==> config.mk <==
export PLATFORM = sky130hd
export DESIGN_NAME = bin_to_bcd_seq
export DESIGN_NICKNAME = d
export VERILOG_FILES = /design/src/rtl/bin_to_bcd_seq.sv
export SDC_FILE = /design/constraint.sdc
export NUM_CORES = 1
export LEC_CHECK = 0
export ABC_AREA = 1
export CORE_MARGIN = 3
export CORE_UTILIZATION = 55
export DETAILED_ROUTE_END_ITERATION = 6
export GPL_ROUTABILITY_DRIVEN = 0
export PLACE_DENSITY = 0.8
export SLEW_MARGIN = 20
export SYNTH_ARGS = -nofsm -noshare
export SYNTH_HDL_FRONTEND = slang
export SYNTH_SLANG_ARGS = --single-unit
==> constraint.sdc <==
create_clock -name clk -period 1.8 [get_ports clk]
set_input_delay 0.27 -clock clk [delete_from_list [all_inputs] [get_ports clk]]
set_output_delay 0.27 -clock clk [all_outputs]
set_load 0.03 [all_outputs]
==> src/rtl/bin_to_bcd_seq.sv <==
// rtl/bin_to_bcd_seq.sv - sequential shift-add-3 binary to packed BCD converter, one bit per clock
module bin_to_bcd_seq #(
  parameter int WIDTH  = 20,
  parameter int DIGITS = 6
) (
  input  logic                  clk,
  input  logic                  reset,
  input  logic                  start,
  input  logic [WIDTH-1:0]      bin,
  output logic [4*DIGITS-1:0]   BCD,
  output logic                  busy,
  output logic                  done,
  output logic                  overflow
);

  // Scratch holds every decimal digit 2^WIDTH-1 can need, and at least DIGITS digits.
  localparam int SD = (WIDTH * 30103 + 99999) / 100000;
  localparam int ND = (SD > DIGITS) ? SD : DIGITS;
  localparam int CW = $clog2(WIDTH + 1);

  typedef enum logic [1:0] {
    S_IDLE  = 2'd0,
    S_SHIFT = 2'd1,
    S_DONE  = 2'd2
  } state_t;

  state_t              state_q, state_d;
  logic [WIDTH-1:0]    bin_q, bin_d, bin_sh;
  logic [4*ND-1:0]     scr_q, scr_d, scr_adj, scr_sh;
  logic [CW-1:0]       cnt_q, cnt_d;
  logic [4*DIGITS-1:0] bcd_q, bcd_d, result;
  logic                ovf_q, ovf_d, result_ovf;
  logic                last_iter;

  always_ff @(posedge clk) begin
    if (reset) begin
      state_q <= S_IDLE;
      bin_q   <= '0;
      scr_q   <= '0;
      cnt_q   <= '0;
      bcd_q   <= '0;
      ovf_q   <= 1'b0;
    end else begin
      state_q <= state_d;
      bin_q   <= bin_d;
      scr_q   <= scr_d;
      cnt_q   <= cnt_d;
      bcd_q   <= bcd_d;
      ovf_q   <= ovf_d;
    end
  end

  assign last_iter = (cnt_q == CW'(WIDTH - 1));

  always_comb begin
    state_d = state_q;
    case (state_q)
      S_IDLE:  if (start) state_d = S_SHIFT;
      S_SHIFT: if (last_iter) state_d = S_DONE;
      S_DONE:  state_d = S_IDLE;
      default: state_d = S_IDLE;
    endcase
  end

  // One double-dabble step: correct digits >= 5, then shift the combined register left.
  always_comb begin
    scr_adj = scr_q;
    for (int i = 0; i < ND; i++) begin
      if (scr_q[4*i +: 4] >= 4'd5) scr_adj[4*i +: 4] = scr_q[4*i +: 4] + 4'd3;
    end
    {scr_sh, bin_sh} = {scr_adj, bin_q} << 1;

    result_ovf = 1'b0;
    for (int i = DIGITS; i < ND; i++) begin
      if (scr_sh[4*i +: 4] != 4'd0) result_ovf = 1'b1;
    end
    result = result_ovf ? {DIGITS{4'h9}} : scr_sh[4*DIGITS-1:0];
  end

  always_comb begin
    bin_d = bin_q;
    scr_d = scr_q;
    cnt_d = cnt_q;
    bcd_d = bcd_q;
    ovf_d = ovf_q;
    case (state_q)
      S_IDLE: begin
        if (start) begin
          bin_d = bin;
          scr_d = '0;
          cnt_d = '0;
        end
      end
      S_SHIFT: begin
        bin_d = bin_sh;
        scr_d = scr_sh;
        cnt_d = cnt_q + CW'(1);
        if (last_iter) begin
          bcd_d = result;
          ovf_d = result_ovf;
        end
      end
      default: ;
    endcase
  end

  always_comb begin
    busy     = (state_q == S_SHIFT);
    done     = (state_q == S_DONE);
    BCD      = bcd_q;
    overflow = ovf_q;
  end

endmodule

==> flow_summary_export.csv <==
group,metric,value,unit
outcome,run_status,"complete, no violations",
power,switching_share,0.2302,
power,cell_area_power_density,779.3,nW/um^2
floorplanning,die-width,87.76,microns
worst_setup_path,max_stage_delay,0.70,ns
sta,finalClockSkew,0.008541,ns
worst_setup_path,timing.critical_path.required,1.53,ns
sta,layout_worst_path_cycle_share,0.9388,
synthesis,synth_seq_area_share,0.4357,
placed_design,placement.cell_area,4277,sq um
power,share_comb_of_total_power,0.084,
layout,final_core_util,0.7058,
floorplanning,die_area,7701,sq um
power,p_int,0.002719,W
synthesis,async_reset_ff_frac,0,
worst_setup_path,arrival,1.42,ns
grt,groute.usage.overall,0.2367,
synthesis,ys_top_cells_by_area,"dfxtp_1, o21ai_0, nand3_1",
sta,period_needed,1.690,ns
worst_setup_path,critical_path.cell_chain,"clkdlybuf4s50_1",
worst_setup_path,worst_path_dominant_cell_family,"buffers and inverters",
worst_setup_path,r2r_start,"scr_q[25]$_SDFFE_PP0P_",
detailed_routing,route.detailed.vias_per_inst,5.599,
detailed_routing,wl_per_cell,14.45,microns
clocking,tritoncts,"yes",
sta,fin_tns_setup,0,ns
floorplanning,core_region_area,6422,sq um
placed_design,post-place-ws,0.04317,ns
synthesis,synth.top_cell.area_share,0.4357,
min_path,min_from,"bin_q[0]$_SDFFE_PP0P_",
placed_design,numPortBuffers,49,
layout,areaGrowthSynthToFinish,23.32,%
clocking,cts_made_buffers,9,
power,switchingPower,0.0008131,W
clocking,cts_max_path_buffers,2,
power,seq_power_share,0.523,
job,max_cap_viols,0,
worst_setup_path,cp_num_buf_inv,1,
sta,timing_hold_violations_final,0,
worst_setup_path,critical_path_peak_fanout,2,
sta,max_freq,0.5917,GHz
sta,setup_violations,0,
grt,antenna_found_initial,0,
layout,drive_gt1_frac,0.09683,
clocking,cts_sinks,80,
worst_setup_path,timing.reg2reg.setup_slack,0.11,ns
clocking,worst_setup_hold_path_clk_slew,0.08,ns
sta,timing.max_slew.rel_slack,0.6888,
grt,grt_first_pass_wirelength,14500,microns
detailed_routing,via_count,3438,
floorplanning,die_h,87.76,microns
synthesis,ys_seq_elements,80,
clocking,postCtsSetupBuffers,0,
floorplanning,io_pins,50,
synthesis,synth_nets,520,
sta,transition_time_of_the_tightest_slew_check_pin,0.4656,ns
synthesis,yosys.cell_types.count,25,
detailed_routing,wirelength,8870,microns
clocking,postCtsHoldBufs,0,
layout,final_net_count,571,
sta,rsz0062_at_grt,"false",
synthesis,yosysTopAreaCell,"dfxtp_1",
grt,grt-ovfl-total,0,
synthesis,synth_enable_flop_cells,0,
detailed_routing,drt_iter0_drc,238,
synthesis,mean_syn_cell_area,7.627,sq um
grt,grt_pass1_vias,3160,
detailed_routing,final_antenna_net_count,0,
worst_setup_path,cp_slowest_cell,"clkdlybuf4s50_1",
detailed_routing,drt_pre_antenna_iters,5,
synthesis,yosysWarningCount,0,
synthesis,postSynthCellCount,482,
sta,final_count_of_pins_violating_max_slew,0,
floorplanning,floorplan.rows,29,
power,static-leakage-power,1.724,nW
clocking,clock_tree.htree_level_count,3,
grt,grt_max_degree,47,
worst_setup_path,critPathLaunch,"BCD[8]$_SDFFE_PP0P_",
worst_setup_path,critPathCaptureType,"primary output",
synthesis,ys.flop_type,"dfxtp_1",
clocking,cts_root_buf,"clkbuf_8",
min_path,timing.hold.worst.class,"register to register",
worst_setup_path,crit_type,"register to primary output",
layout,finalInstanceArea,4533,sq um
synthesis,syn_area,3676,sq um
layout,antenna_cells_inserted,0,
sta,worst_hold_slack,0.4670,ns
placed_design,hpwl,5996,microns
floorplanning,initial_utilization,0.5724,
clocking,later_pin_clock_latency_in_the_skew_report,0.35,ns
sta,finalWorstSetupSlack,0.1101,ns
power,power.share.clock,0.393,
worst_setup_path,critical_path.startpoint_type,"register",
power,vdd_ir_drop_max,0.0005377,V
detailed_routing,post-route-drc-count,0,
-- layer usage --
layer | vias up | share of wire | track usage
met2 | 121 | 0.47 | 0.3740
met1 | 1582 | 0.45 | 0.3163
met5 | - | 0 | 0
li1 | 1719 | - | -
met4 | 0 | 0.023 | 0.1102
met3 | 16 | 0.060 | 0.03857
-- power by group through the flow --
stage,registers [W],logic (W),clock network (W)
after floorplan,0.00188,0.000175,0
after global placement,0.00189,0.000290,0
after detailed placement,0.00189,0.000293,0
after CTS,0.00185,0.000294,0.00141
after global routing,0.00185,0.000323,0.00148
final,0.00185,0.000297,0.00139
-- layout by cell type (no fill, tap or decap), types with 2 or more instances in the layout --
master / netlist / final
buf_12: 0 / 2
inv_2: 3 / 3
clkbuf_8: 0 / 9
ha_1: 15 / 14
nor2_1: 20 / 19
xor2_1: 7 / 7
clkdlybuf4s50_1: 0 / 47
dfxtp_1: 80 / 79
bufinv_16: 0 / 2
o21a_1: 7 / 7
inv_1: 57 / 56
buf_4: 0 / 11
clkbuf_1: 16 / 2
a21oi_1: 23 / 22
o21bai_1: 5 / 5
or2_2: 4 / 4
nand2_2: 1 / 4
nand3_1: 59 / 59
nand2_1: 71 / 68
buf_6: 3 / 2
o22ai_1: 29 / 29
o21ai_0: 65 / 65
nand4_1: 4 / 4
clkinv_2: 0 / 2
clkinvlp_4: 0 / 2
nor2_4: 2 / 3
buf_8: 0 / 2
-- flip-flops by register name (all words and copies together), names as in the netlist --
register  cells
BCD          24
state_q       2
cnt_q         5
overflow      1
scr_q        28
bin_q        20
-- logic make-up after synthesis --
family	count (synthesis)	share of synthesized area
and+or+nand+nor	164	0.2046
xor gates and xnor gates	7	0.01668
DFF	80	0.4357
AOI/OAI and AO/OA	130	0.1957
adders and majority gates	15	0.05106
buffers and inverters	86	0.09632
-- final cells by class --
cell class,instances,area (sq um)
clock inverters,4,70.07
repair buffers,65,654.4
repair inverters,1,7.507
flip-flops and latches,80,1603
fillers,525,1889
inverters,60,229.0
well taps,77,96.34
clock buffers,11,131.4
multi-input cells,316,1742
-- cells in the mapped netlist, types with 3 or more instances --
cell      instances
dfxtp_1          80
nand2_1          71
o21ai_0          65
nand3_1          59
inv_1            57
o22ai_1          29
a21oi_1          23
nor2_1           20
clkbuf_1         16
ha_1             15
o21a_1            7
xor2_1            7
buf_2             6
o21bai_1          5
nand4_1           4
or2_2             4
buf_6             3
inv_2             3
-- repair_timing --
action / CTS / global route
cloned: 0 / 1
setup endpoints to repair: 6 / 25
hold endpoints to repair: 0 / 0
resized for setup: 3 / 14
-- worst register-to-register path, delay by kind of cell (launching register included) --
| kind | cells | cell delay, ns |
|---|---|---|
| simple gates | 6 | 0.68 |
| flops | 1 | 0.35 |
| buf+inv | 2 | 0.25 |
| fa+ha+maj | 1 | 0.18 |
| compound gates | 1 | 0.17 |
-- worst paths after layout --
check / to / cells past startpoint
worst min-delay path: bin_q[0]$_SDFFE_PP0P_ / 2
worst min register to register: bin_q[0]$_SDFFE_PP0P_ / 2
worst max-delay path: BCD[8] / 1
worst max register to register: BCD[17]$_SDFFE_PP0P_ / 10
-- metrics by stage --
stage / std cells / power [W]
floorplan: 482 / 0.002057
global placement: 598 / 0.002177
detailed placement: 598 / 0.002181
CTS: 613 / 0.003549
global route: 614 / 0.003654
finish: 614 / 0.003533
No activity file was read; power rests on OpenSTA's default activity.
